**src/rtl/bp_me_pkg.sv**
```systemverilog
// rtl/bp_me_pkg.sv - BedRock IO message types and grant-id width helpers
package bp_me_pkg;

   localparam int bp_io_msg_width_gp = 128;

   typedef struct packed {
      logic [63:0] data;
      logic [7:0]  size;
      logic [3:0]  msg_type;
      logic [51:0] addr;
   } bp_io_msg_s;

   typedef enum logic [0:0] {
      arb_idle_s = 1'b0,
      arb_hold_s = 1'b1
   } arb_state_e;

   function automatic int gnt_id_width(input int num_ch);
      return (num_ch > 1) ? $clog2(num_ch) : 1;
   endfunction

   function automatic int count_width(input int els);
      return $clog2(els) + 1;
   endfunction

endpackage

```
**src/rtl/bp_io_cmd_arbiter_if.sv**
```systemverilog
// rtl/bp_io_cmd_arbiter_if.sv - channel command/response bundle for the IO command arbiter
interface bp_io_cmd_arbiter_if #(
   parameter int num_ch_p    = 2,
   parameter int msg_width_p = 128,
   parameter int els_p       = 8
);
   import bp_me_pkg::*;

   logic [num_ch_p-1:0][msg_width_p-1:0] ch_cmd_i;
   logic [num_ch_p-1:0]                  ch_cmd_v_i;
   logic [num_ch_p-1:0]                  ch_cmd_yumi_o;
   logic [num_ch_p-1:0]                  ch_en_i;
   logic [msg_width_p-1:0]               cmd_o;
   logic                                 cmd_v_o;
   logic                                 cmd_ready_and_i;
   logic [msg_width_p-1:0]               resp_i;
   logic                                 resp_v_i;
   logic                                 resp_yumi_o;
   logic [msg_width_p-1:0]               ch_resp_o;
   logic [num_ch_p-1:0]                  ch_resp_v_o;
   logic [num_ch_p-1:0]                  ch_resp_ready_and_i;
   logic [count_width(els_p)-1:0]        inflight_o;
   logic                                 orphan_o;

   modport slave (
      input  ch_cmd_i, ch_cmd_v_i, ch_en_i, cmd_ready_and_i, resp_i, resp_v_i, ch_resp_ready_and_i,
      output ch_cmd_yumi_o, cmd_o, cmd_v_o, resp_yumi_o, ch_resp_o, ch_resp_v_o, inflight_o, orphan_o
   );

   modport master (
      output ch_cmd_i, ch_cmd_v_i, ch_en_i, cmd_ready_and_i, resp_i, resp_v_i, ch_resp_ready_and_i,
      input  ch_cmd_yumi_o, cmd_o, cmd_v_o, resp_yumi_o, ch_resp_o, ch_resp_v_o, inflight_o, orphan_o
   );

endinterface

```
**src/rtl/bsg_fifo_1r1w_small.sv**
```systemverilog
// rtl/bsg_fifo_1r1w_small.sv - small one-read one-write FIFO with occupancy count
module bsg_fifo_1r1w_small
   import bp_me_pkg::*;
#(
   parameter int width_p = 1,
   parameter int els_p   = 8
) (
   input  logic                          clk_i,
   input  logic                          reset_i,
   input  logic                          v_i,
   input  logic [width_p-1:0]            data_i,
   output logic                          ready_o,
   output logic                          v_o,
   output logic [width_p-1:0]            data_o,
   input  logic                          yumi_i,
   output logic [count_width(els_p)-1:0] count_o
);
   localparam int ptr_width_lp   = $clog2(els_p);
   localparam int count_width_lp = count_width(els_p);

   logic [width_p-1:0]        mem_r [els_p];
   logic [ptr_width_lp-1:0]   wptr_r, rptr_r;
   logic [count_width_lp-1:0] count_r;
   logic                      enq, deq;

   assign ready_o = (count_r != count_width_lp'(els_p));
   assign v_o     = (count_r != '0);
   assign enq     = v_i & ready_o;
   assign deq     = yumi_i & v_o;
   assign data_o  = mem_r[rptr_r];
   assign count_o = count_r;

   // pointers wrap on their own because the depth is a power of two
   always_ff @(posedge clk_i) begin
      if (!reset_i) begin
         wptr_r  <= '0;
         rptr_r  <= '0;
         count_r <= '0;
      end else begin
         if (enq) wptr_r <= wptr_r + 1'b1;
         if (deq) rptr_r <= rptr_r + 1'b1;
         if (enq && !deq)      count_r <= count_r + 1'b1;
         else if (deq && !enq) count_r <= count_r - 1'b1;
      end
   end

   always_ff @(posedge clk_i) begin
      if (enq) mem_r[wptr_r] <= data_i;
   end

endmodule

```
**src/rtl/bp_io_cmd_arbiter.sv**
```systemverilog
// rtl/bp_io_cmd_arbiter.sv - round-robin IO command merge with in-order response return
module bp_io_cmd_arbiter
   import bp_me_pkg::*;
#(
   parameter int num_ch_p    = 2,
   parameter int msg_width_p = 128,
   parameter int els_p       = 8
) (
   input  logic               clk_i,
   input  logic               reset_i,
   bp_io_cmd_arbiter_if.slave bus
);
   localparam int id_width_lp    = gnt_id_width(num_ch_p);
   localparam int count_width_lp = count_width(els_p);

   arb_state_e                state_r, state_n;
   logic [id_width_lp-1:0]    ptr_r, ptr_n, hold_id_r, hold_id_n;
   logic [id_width_lp-1:0]    rr_id, gnt_id, head_id;
   logic [num_ch_p-1:0]       eligible, elig_rot;
   logic [2*num_ch_p-1:0]     elig_dbl;
   logic                      cmd_v, push, pop, resp_live;
   logic                      fifo_ready, fifo_v, orphan_r;
   logic [count_width_lp-1:0] fifo_count;

   // reset and a full order FIFO both empty the eligible set, silencing every command-side output
   assign eligible = bus.ch_cmd_v_i & bus.ch_en_i & {num_ch_p{fifo_ready & reset_i}};
   assign elig_dbl = {eligible, eligible} >> ptr_r;
   assign elig_rot = elig_dbl[num_ch_p-1:0];
   assign cmd_v    = |eligible;
   assign push     = cmd_v & bus.cmd_ready_and_i;

   always_comb begin
      rr_id = ptr_r;
      for (int k = num_ch_p - 1; k >= 0; k--) begin
         if (elig_rot[k]) rr_id = id_width_lp'((int'(ptr_r) + k) % num_ch_p);
      end
   end

   // a stalled grant sticks only while its channel remains eligible
   assign gnt_id = (state_r == arb_hold_s && eligible[hold_id_r]) ? hold_id_r : rr_id;

   always_ff @(posedge clk_i) begin
      if (!reset_i) begin
         state_r   <= arb_idle_s;
         ptr_r     <= '0;
         hold_id_r <= '0;
      end else begin
         state_r   <= state_n;
         ptr_r     <= ptr_n;
         hold_id_r <= hold_id_n;
      end
   end

   always_comb begin
      state_n   = arb_idle_s;
      hold_id_n = hold_id_r;
      ptr_n     = ptr_r;
      if (cmd_v && !bus.cmd_ready_and_i) begin
         state_n   = arb_hold_s;
         hold_id_n = gnt_id;
      end
      if (push) ptr_n = (gnt_id == id_width_lp'(num_ch_p - 1)) ? '0 : gnt_id + 1'b1;
   end

   always_comb begin
      bus.cmd_v_o       = cmd_v;
      bus.cmd_o         = bus.ch_cmd_i[gnt_id];
      bus.ch_cmd_yumi_o = '0;
      if (push) bus.ch_cmd_yumi_o[gnt_id] = 1'b1;
   end

   bsg_fifo_1r1w_small #(
      .width_p (id_width_lp),
      .els_p   (els_p)
   ) order_fifo (
      .clk_i   (clk_i),
      .reset_i (reset_i),
      .v_i     (push),
      .data_i  (gnt_id),
      .ready_o (fifo_ready),
      .v_o     (fifo_v),
      .data_o  (head_id),
      .yumi_i  (pop),
      .count_o (fifo_count)
   );

   assign resp_live        = bus.resp_v_i & fifo_v & reset_i;
   assign pop              = resp_live & bus.ch_resp_ready_and_i[head_id];
   assign bus.resp_yumi_o  = pop;
   assign bus.ch_resp_o    = bus.resp_i;
   assign bus.ch_resp_v_o  = resp_live ? (num_ch_p'(1) << head_id) : '0;
   assign bus.inflight_o   = fifo_count;
   assign bus.orphan_o     = orphan_r;

   always_ff @(posedge clk_i) begin
      if (!reset_i)                     orphan_r <= 1'b0;
      else if (bus.resp_v_i && !fifo_v) orphan_r <= 1'b1;
   end

endmodule

```
**src/flat_wrapper.sv**
```systemverilog
// flat-port wrapper written by rule: the top's interface ports become plain ports
module bp_io_cmd_arbiter_flat import bp_me_pkg::*;
#(
   parameter int num_ch_p    = 2,
   parameter int msg_width_p = 128,
   parameter int els_p       = 8
)
  (clk_i, reset_i, bus_ch_cmd_i, bus_ch_cmd_v_i, bus_ch_en_i, bus_cmd_ready_and_i, bus_resp_i, bus_resp_v_i, bus_ch_resp_ready_and_i, bus_ch_cmd_yumi_o, bus_cmd_o, bus_cmd_v_o, bus_resp_yumi_o, bus_ch_resp_o, bus_ch_resp_v_o, bus_inflight_o, bus_orphan_o);
  bp_io_cmd_arbiter_if #(.num_ch_p(num_ch_p), .msg_width_p(msg_width_p), .els_p(els_p)) bus_i ();
  input  logic clk_i;
  input  logic reset_i;
  input wire logic [$bits(bus_i.ch_cmd_i)-1:0] bus_ch_cmd_i;
  input wire logic [$bits(bus_i.ch_cmd_v_i)-1:0] bus_ch_cmd_v_i;
  input wire logic [$bits(bus_i.ch_en_i)-1:0] bus_ch_en_i;
  input wire logic [$bits(bus_i.cmd_ready_and_i)-1:0] bus_cmd_ready_and_i;
  input wire logic [$bits(bus_i.resp_i)-1:0] bus_resp_i;
  input wire logic [$bits(bus_i.resp_v_i)-1:0] bus_resp_v_i;
  input wire logic [$bits(bus_i.ch_resp_ready_and_i)-1:0] bus_ch_resp_ready_and_i;
  output wire logic [$bits(bus_i.ch_cmd_yumi_o)-1:0] bus_ch_cmd_yumi_o;
  output wire logic [$bits(bus_i.cmd_o)-1:0] bus_cmd_o;
  output wire logic [$bits(bus_i.cmd_v_o)-1:0] bus_cmd_v_o;
  output wire logic [$bits(bus_i.resp_yumi_o)-1:0] bus_resp_yumi_o;
  output wire logic [$bits(bus_i.ch_resp_o)-1:0] bus_ch_resp_o;
  output wire logic [$bits(bus_i.ch_resp_v_o)-1:0] bus_ch_resp_v_o;
  output wire logic [$bits(bus_i.inflight_o)-1:0] bus_inflight_o;
  output wire logic [$bits(bus_i.orphan_o)-1:0] bus_orphan_o;
  assign bus_i.ch_cmd_i = bus_ch_cmd_i;
  assign bus_i.ch_cmd_v_i = bus_ch_cmd_v_i;
  assign bus_i.ch_en_i = bus_ch_en_i;
  assign bus_i.cmd_ready_and_i = bus_cmd_ready_and_i;
  assign bus_i.resp_i = bus_resp_i;
  assign bus_i.resp_v_i = bus_resp_v_i;
  assign bus_i.ch_resp_ready_and_i = bus_ch_resp_ready_and_i;
  assign bus_ch_cmd_yumi_o = bus_i.ch_cmd_yumi_o;
  assign bus_cmd_o = bus_i.cmd_o;
  assign bus_cmd_v_o = bus_i.cmd_v_o;
  assign bus_resp_yumi_o = bus_i.resp_yumi_o;
  assign bus_ch_resp_o = bus_i.ch_resp_o;
  assign bus_ch_resp_v_o = bus_i.ch_resp_v_o;
  assign bus_inflight_o = bus_i.inflight_o;
  assign bus_orphan_o = bus_i.orphan_o;
  bp_io_cmd_arbiter #(.num_ch_p(num_ch_p), .msg_width_p(msg_width_p), .els_p(els_p)) u_core (.clk_i(clk_i), .reset_i(reset_i), .bus(bus_i));
endmodule
```
**config.mk**
```make
export PLATFORM = sky130hd
export DESIGN_NAME = bp_io_cmd_arbiter_flat
export DESIGN_NICKNAME = d
export VERILOG_FILES = /design/src/rtl/bp_me_pkg.sv /design/src/rtl/bp_io_cmd_arbiter_if.sv /design/src/rtl/bsg_fifo_1r1w_small.sv /design/src/rtl/bp_io_cmd_arbiter.sv /design/src/flat_wrapper.sv
export SDC_FILE = /design/constraint.sdc
export NUM_CORES = 1
export LEC_CHECK = 0
export CAP_MARGIN = 20
export CORE_AREA = 2 2 256 258
export CTS_CLUSTER_DIAMETER = 60
export DETAILED_ROUTE_END_ITERATION = 10
export DIE_AREA = 0 0 258 260
export PLACE_DENSITY_LB_ADDON = 0.25
export REMOVE_ABC_BUFFERS = 1
export SYNTH_ARGS = -nofsm -noshare
export SYNTH_HDL_FRONTEND = slang
export SYNTH_SLANG_ARGS = --single-unit
```
**constraint.sdc**
```tcl
create_clock -name clk_i -period 3.55 [get_ports clk_i]
set_clock_uncertainty 0.15 [all_clocks]
set_input_delay 0.71 -clock clk_i [delete_from_list [all_inputs] [get_ports clk_i]]
set_output_delay 0.71 -clock clk_i [all_outputs]
set_load 0.005 [all_outputs]
```
# After elaboration in Yosys (flattened, before gate mapping)
# Memories as Yosys holds them, arrays and structs flattened. A register that Yosys moved wholly into a read port is not among the register bits.
# Cells that the tools add are included.
dict set report word_totals {
  register_bits 14
  latchBits 0
  ram_bits 8
  rom_bits 0
  inputBits 394
  out_inout_bits 267
  elab_cells 64
  mem_count 1
}
dict set report classes {
  n_addsub 6
  n_mul 0
  n_div 0
  magnitude_cmp 4
  eq_ne 1
  shift 2
  n_mux 21
  n_bitwise 9
  reduce_logical 13
}
# memory depth word_bits rd rd_ports_with_merged_regs wr line
set mem_list {}
lappend mem_list {u_core.order_fifo.mem_r 8 1 1 1 1 bsg_fifo_1r1w_small.sv:21} ;# logic [width_p-1:0] mem_r [els_p];
# operator count
set op_table {}
lappend op_table {{two-way mux 128 bit} 2}
lappend op_table {{two-way mux 1 bit} 12}
lappend op_table {{two-way mux 4 bit} 2}
lappend op_table {{bitwise AND 1 bit} 7}
lappend op_table {{adder 3 x 1 -> 3 bit, second input constant} 2}
lappend op_table {{logical AND 1 bit} 6}
lappend op_table {{less-than comparator 1 x 2 -> 1 bit, second input constant} 3}
lappend op_table {{two-way mux 3 bit} 2}
lappend op_table {{adder 4 x 1 -> 4 bit, second input constant} 1}
lappend op_table {{bitwise AND 2 bit} 2}
lappend op_table {{logical NOT 1 bit} 4}
lappend op_table {{two-way mux 2 bit} 2}
lappend op_table {{!= test 4 bit, second input constant} 1}
lappend op_table {{nonzero test 4 bit} 1}
lappend op_table {{right shift 4 x 1 -> 2 bit} 1}
lappend op_table {{subtractor 4 x 1 -> 4 bit, second input constant} 1}
lappend op_table {{adder 1 bit, second input constant} 2}
lappend op_table {{nonzero test 2 bit} 1}
lappend op_table {{OR reduction 2 bit} 1}
lappend op_table {{<< shifter 1 x 1 -> 2 bit, first input constant} 1}
lappend op_table {{demux 1 bit (select 1 bit)} 1}
lappend op_table {{>= comparator 1 bit, second input constant} 1}

# Logic depth before layout (Yosys ltp)
dict set report logic_depth {
  ltp_word 12
  depth_mapped 13
  depth_no_buf 13
}

# Hierarchy
# From an unflattened synthesis, not the netlist that was laid out.
dict set report unflattened {
  cells_unflattened 383
  hier_area_um2 4185.3
}
# module n_inst cells_each area_per_inst_um2 seq_area_each_um2
set by_module_without_submodules {}
lappend by_module_without_submodules {bp_io_cmd_arbiter 1 299 3196.8 80.1}
lappend by_module_without_submodules {bsg_fifo_1r1w_small 1 84 988.4 500.5}

# Worst setup path before layout
# OpenSTA, ideal clock, no wires.
dict set report synth_path {
  kind {in2reg}
  start {input port reset_i}
  end {register u_core.order_fifo.count_r[3], in the netlist u_core.order_fifo.count_o[3]}
  setup_time_ns 0.071
  arrival_ns 2.913
  required_ns 3.329
  path_slack_ns 0.417
  stages 13
  n_path_buf 1
  cell_sequence {inv_2 clkbuf_1 a211oi_1 nand2_1 inv_2 ha_1 inv_1 ha_1 a21o_1 a21oi_1 xnor2_1 or3_1 a21oi_1}
}
dict set report synth_between {
  elab_chain_cells 8
  word_cells_on_any_way 14
  cone_classes {1 x mux; 7 x bitwise; 6 x reduce/logical}
}
# element line
set synth_rtl {}
lappend synth_rtl {{start, declared} flat_wrapper.sv:11} ;# input logic reset_i;
lappend synth_rtl {{bitwise AND 1 bit (*)} bp_io_cmd_arbiter.sv:26} ;# assign eligible = bus.ch_cmd_v_i & bus.ch_en_i & {num_ch_p{fifo_ready & reset_i}};
lappend synth_rtl {{bitwise AND 2 bit (*)} bp_io_cmd_arbiter.sv:26}
lappend synth_rtl {{OR reduction 2 bit (*)} bp_io_cmd_arbiter.sv:29} ;# assign cmd_v = |eligible;
lappend synth_rtl {{named net bus_cmd_v_o} flat_wrapper.sv:21} ;# output wire logic [$bits(bus_i.cmd_v_o)-1:0] bus_cmd_v_o;
lappend synth_rtl {{bitwise AND 1 bit (*)} bp_io_cmd_arbiter.sv:30} ;# assign push = cmd_v & bus.cmd_ready_and_i;
lappend synth_rtl {{bitwise AND 1 bit (*)} bsg_fifo_1r1w_small.sv:28} ;# assign enq = v_i & ready_o;
lappend synth_rtl {{named net u_core.order_fifo.enq} bsg_fifo_1r1w_small.sv:24} ;# logic enq, deq;
lappend synth_rtl {{logical NOT 1 bit} bsg_fifo_1r1w_small.sv:43} ;# else if (deq && !enq) count_r <= count_r - 1'b1;
lappend synth_rtl {{logical AND 1 bit} bsg_fifo_1r1w_small.sv:43}
lappend synth_rtl {{nonzero test 2 bit (no line)} n/a}
lappend synth_rtl {{end signal, assigned} bsg_fifo_1r1w_small.sv:42} ;# if (enq && !deq) count_r <= count_r + 1'b1;
lappend synth_rtl {{end signal, assigned} bsg_fifo_1r1w_small.sv:43}
lappend synth_rtl {{end, declared} bsg_fifo_1r1w_small.sv:23} ;# logic [count_width_lp-1:0] count_r;
# The timed path passes the listed nets; every way through them passes the cells marked *.
# A chain may end at the register's enable or synchronous reset.

# Worst setup path after layout
dict set report layout_path {
  start {input port bus_ch_en_i[1]}
  end {output port bus_cmd_o[98]}
}
dict set report layout_between {
  elab_chain_cells 8
  word_cells_on_any_way 11
  cone_classes {1 x shift; 7 x mux; 2 x bitwise; 1 x reduce/logical}
}
# element line
set layout_rtl {}
lappend layout_rtl {{start, declared} flat_wrapper.sv:14} ;# input wire logic [$bits(bus_i.ch_en_i)-1:0] bus_ch_en_i;
lappend layout_rtl {{bitwise AND 2 bit (*) (2 in a row)} bp_io_cmd_arbiter.sv:26}
lappend layout_rtl {{right shift 4 x 1 -> 2 bit / two-way mux 1 bit (equally long branches)} {bp_io_cmd_arbiter.sv:27, bp_io_cmd_arbiter.sv:40}}
lappend layout_rtl {{two-way mux 1 bit (on tied branches)} {bp_io_cmd_arbiter.sv:35, bp_io_cmd_arbiter.sv:40}}
lappend layout_rtl {{two-way mux 1 bit / logical AND 1 bit (equally long branches)} {bp_io_cmd_arbiter.sv:35, bp_io_cmd_arbiter.sv:40}}
lappend layout_rtl {{two-way mux 1 bit (*)} bp_io_cmd_arbiter.sv:40} ;# assign gnt_id = (state_r == arb_hold_s && eligible[hold_id_r]) ? hold_id_r : rr_id;
lappend layout_rtl {{two-way mux 128 bit (implied by the code) (*) (2 in a row)} bp_io_cmd_arbiter.sv:67} ;# bus.cmd_o = bus.ch_cmd_i[gnt_id];
lappend layout_rtl {{end, declared} flat_wrapper.sv:20} ;# output wire logic [$bits(bus_i.cmd_o)-1:0] bus_cmd_o;
# Mark *: on every way between the ends. The rest lies on a longest branch, timed or not. The select of a mux whose other input is x is not followed.

==> impl_metrics.py <==
metrics = {
    "global_route": {
        "track_usage": 0.182,
        "grt_max_degree": 16,
        "globalRoute.totalOverflow": 0,
        "grt_pass1_wl_um": 74200,
        "grt_pass1_vias": 5022,
        "antenna_found_initial": 2,
    },
    "routing": {
        "postRouteAntennaNets": 0,
        "drc": 0,
        "wl_met2_um": 24200,
        "drtPass1Iterations": 4,
        "via_per_inst": 2.93,
        "met3_length_um": 18700,
        "drtIter0Drc": 184,
        "wl_met1_um": 19300,
        "wire_per_inst_um": 40.2,
        "vias": 4595,
        "drt_wl_total_um": 63100,
        "top_layer_used": "met5",
    },
    "place": {
        "gp_congestion": 0.856,
        "place_inst": 1527,
        "dp_hpwl_um": 57300,
        "numPortBuffers": 404,
    },
    "critical_path": {
        "cp.required_ns": 2.69,
        "crit_fanout": 7,
        "cp.arrival_ns": 2.63,
        "worstSetupStartpointType": "input pin",
        "crit_type": "input pin to primary output",
        "end_kind": "primary output",
    },
    "timing": {
        "setup_viol": 0,
        "max_freq_mhz": 287,
        "hold_viol_final": 0,
        "tns_ns": 0,
        "fin_crit_sh": 0.982,
        "post-route-min-period_ns": 3.49,
        "slew_violations": 0,
        "tightest_slew_ns": 0.366,
        "rsz0062_at_grt": "yes",
        "hold_ws_ns": 0.327,
        "relSlewSlack": 0.755,
    },
    "worst_hold_path": {
        "hold_class": "register to register",
    },
    "floorplan": {
        "initial_core_util": 0.0569,
        "rows": 93,
        "die_h_um": 260,
        "num_io_pins": 661,
        "die_width_um": 258,
        "core_um2": 64100,
        "die-area_um2": 67100,
    },
    "cells_and_area": {
        "diodes": 0,
        "final_common_cell": "clkdlybuf4s50_1",
        "area_growth_pct": 141,
        "final_layout_size_suffix_gt1_frac": 0.324,
        "layout_common_cells": "275 x clkdlybuf4s50_1, 63 x mux2_1, 57 x mux2_4, 42 x buf_4, 37 x buf_6",
        "fin_cells": 1569,
        "fin_nets": 1115,
    },
    "synthesis": {
        "synth_edf_count": 8,
        "ys_seq_elements": 25,
        "synth_top_family_by_area": "multiplexers",
        "synth_top_cell_by_area": "mux2_1",
        "ys_types": 33,
        "yosysSeqAreaShare": 0.159,
        "synth_async_sr_flop_share": 0,
        "synthXorXnorAreaFrac": 0.00960,
        "muxShareOfSynthArea": 0.430,
        "netlist.area_leader.share": 0.395,
        "synth_simple_gate_area_share": 0.0597,
        "yosysWarnings": 0,
        "synth_top_flop_cell": "dfxtp_1",
        "synth_compound_area_frac": 0.0288,
        "synthCells": 382,
        "netlist_area_um2": 3650,
        "synthTopCellsByArea": "mux2_1 40%, buf_4 27%, dfxtp_1 9.3%",
        "postSynthAreaPerCell_um2": 9.55,
        "synthAdderAreaFrac": 0.0226,
    },
    "job": {
        "drv_cap": 0,
    },
    "clock_network": {
        "clockBufferDepth": 2,
        "hold_buffers": 0,
        "path_clk_slew_ns": 0.07,
        "cts_tree": "yes",
        "cts_made_buffers": 3,
        "clock-sinks": 25,
        "clock_latency_ns": 0.26,
        "h-tree-depth": 1,
        "cts_root_buffer": "clkbuf_16",
    },
    "power_and_ir_drop": {
        "ir_drop_uv": 160,
        "leakagePower_nw": 3.52,
        "powerDensity_nw_per_um2": 214,
    },
    "run_status": {
        "status": "finished, final reports clean",
    },
}
==> worst paths after layout <==
check	from	to	slack (ns)	cells after the start
max	bus_ch_en_i[1]	bus_cmd_o[98]	0.06	10
min	u_core.bus.orphan_o	u_core.bus.orphan_o	0.33	2
max reg2reg	register	u_core.order_fifo.count_o[3]	0.26	13
min reg2reg	u_core.bus.orphan_o	u_core.bus.orphan_o	0.33	2
==> metrics by stage <==
| stage | util | setup slack [ns] | power, W | instance area (um2) |
|---|---|---|---|---|
| floorplan | - | -2.32 | 0.000601 | 2610 |
| global placement | 0.123 | -0.775 | 0.00148 | 7910 |
| detailed placement | 0.123 | -0.752 | 0.00148 | 7910 |
| CTS | 0.137 | 0.0189 | 0.00192 | 8760 |
| global route | 0.137 | -0.0121 | 0.00200 | 8810 |
| finish | 0.137 | 0.0649 | 0.00189 | 8810 |
==> final cells by class <==
| type | instances | area (um2) |
|---|---|---|
| multi-input cells | 208 | 2250 |
| well taps | 855 | 1070 |
| clock buffers | 3 | 75.1 |
| fillers | 7292 | 55300 |
| flip-flops and latches | 25 | 581 |
| repair buffers | 471 | 4810 |
| inverters | 6 | 22.5 |
| clock inverters | 1 | 7.51 |
==> repair_timing <==
item                                    CTS  global route
gates cloned                              8             0
endpoints found under the setup margin  131            11
setup buffers                            30             1
resized for setup                       437             8
pin swaps                                 3             1
==> critical path: stages <==
cell and delay (ns):
buf_2 0.10, and2_4 0.15, a2111o_1 0.44, o211ai_4 0.13, buf_12 0.20, buf_12 0.12
buf_16 0.12, buf_4 0.12, mux2_2 0.34, buf_6 0.15
==> per-layer routing <==
layer | up-vias | track usage
met4 | 14 | 0.00434
met1 | 2030 | 0.157
met3 | 20 | 0.250
met2 | 671 | 0.253
li1 | 1860 | -
met5 | - | 0.0869
==> synthesized netlist by cell type, drive strengths merged (2+ instances only) <==
cell type    n
inv          6
a21oi        7
o21ai        3
nand2b       4
buf        142
nor3         2
xnor2        3
mux2i        7
edfxtp       8
nand2       12
nor2        18
ha           5
or3          2
nand3b       2
nor2b        2
mux4         2
dfxtp       17
a211oi       2
mux2       128
==> logic make-up (layout without fill, tap and decap cells) <==
| logic type | after synthesis | after routing |
|---|---|---|
| buffers and inverters | 149 | 481 |
| muxes | 137 | 137 |
| and+or+nand+nor | 45 | 45 |
| DFF | 25 | 25 |
| AOI/OAI and AO/OA | 16 | 16 |
| adders and majority gates | 6 | 6 |
| xor gates and xnor gates | 4 | 4 |
==> power by group <==
part           internal, W  switching (W)
registers         0.000310      0.0000128
logic             0.000784       0.000520
clock network     0.000153       0.000107
total              0.00125       0.000640
Power figures use the tool's default switching activity.
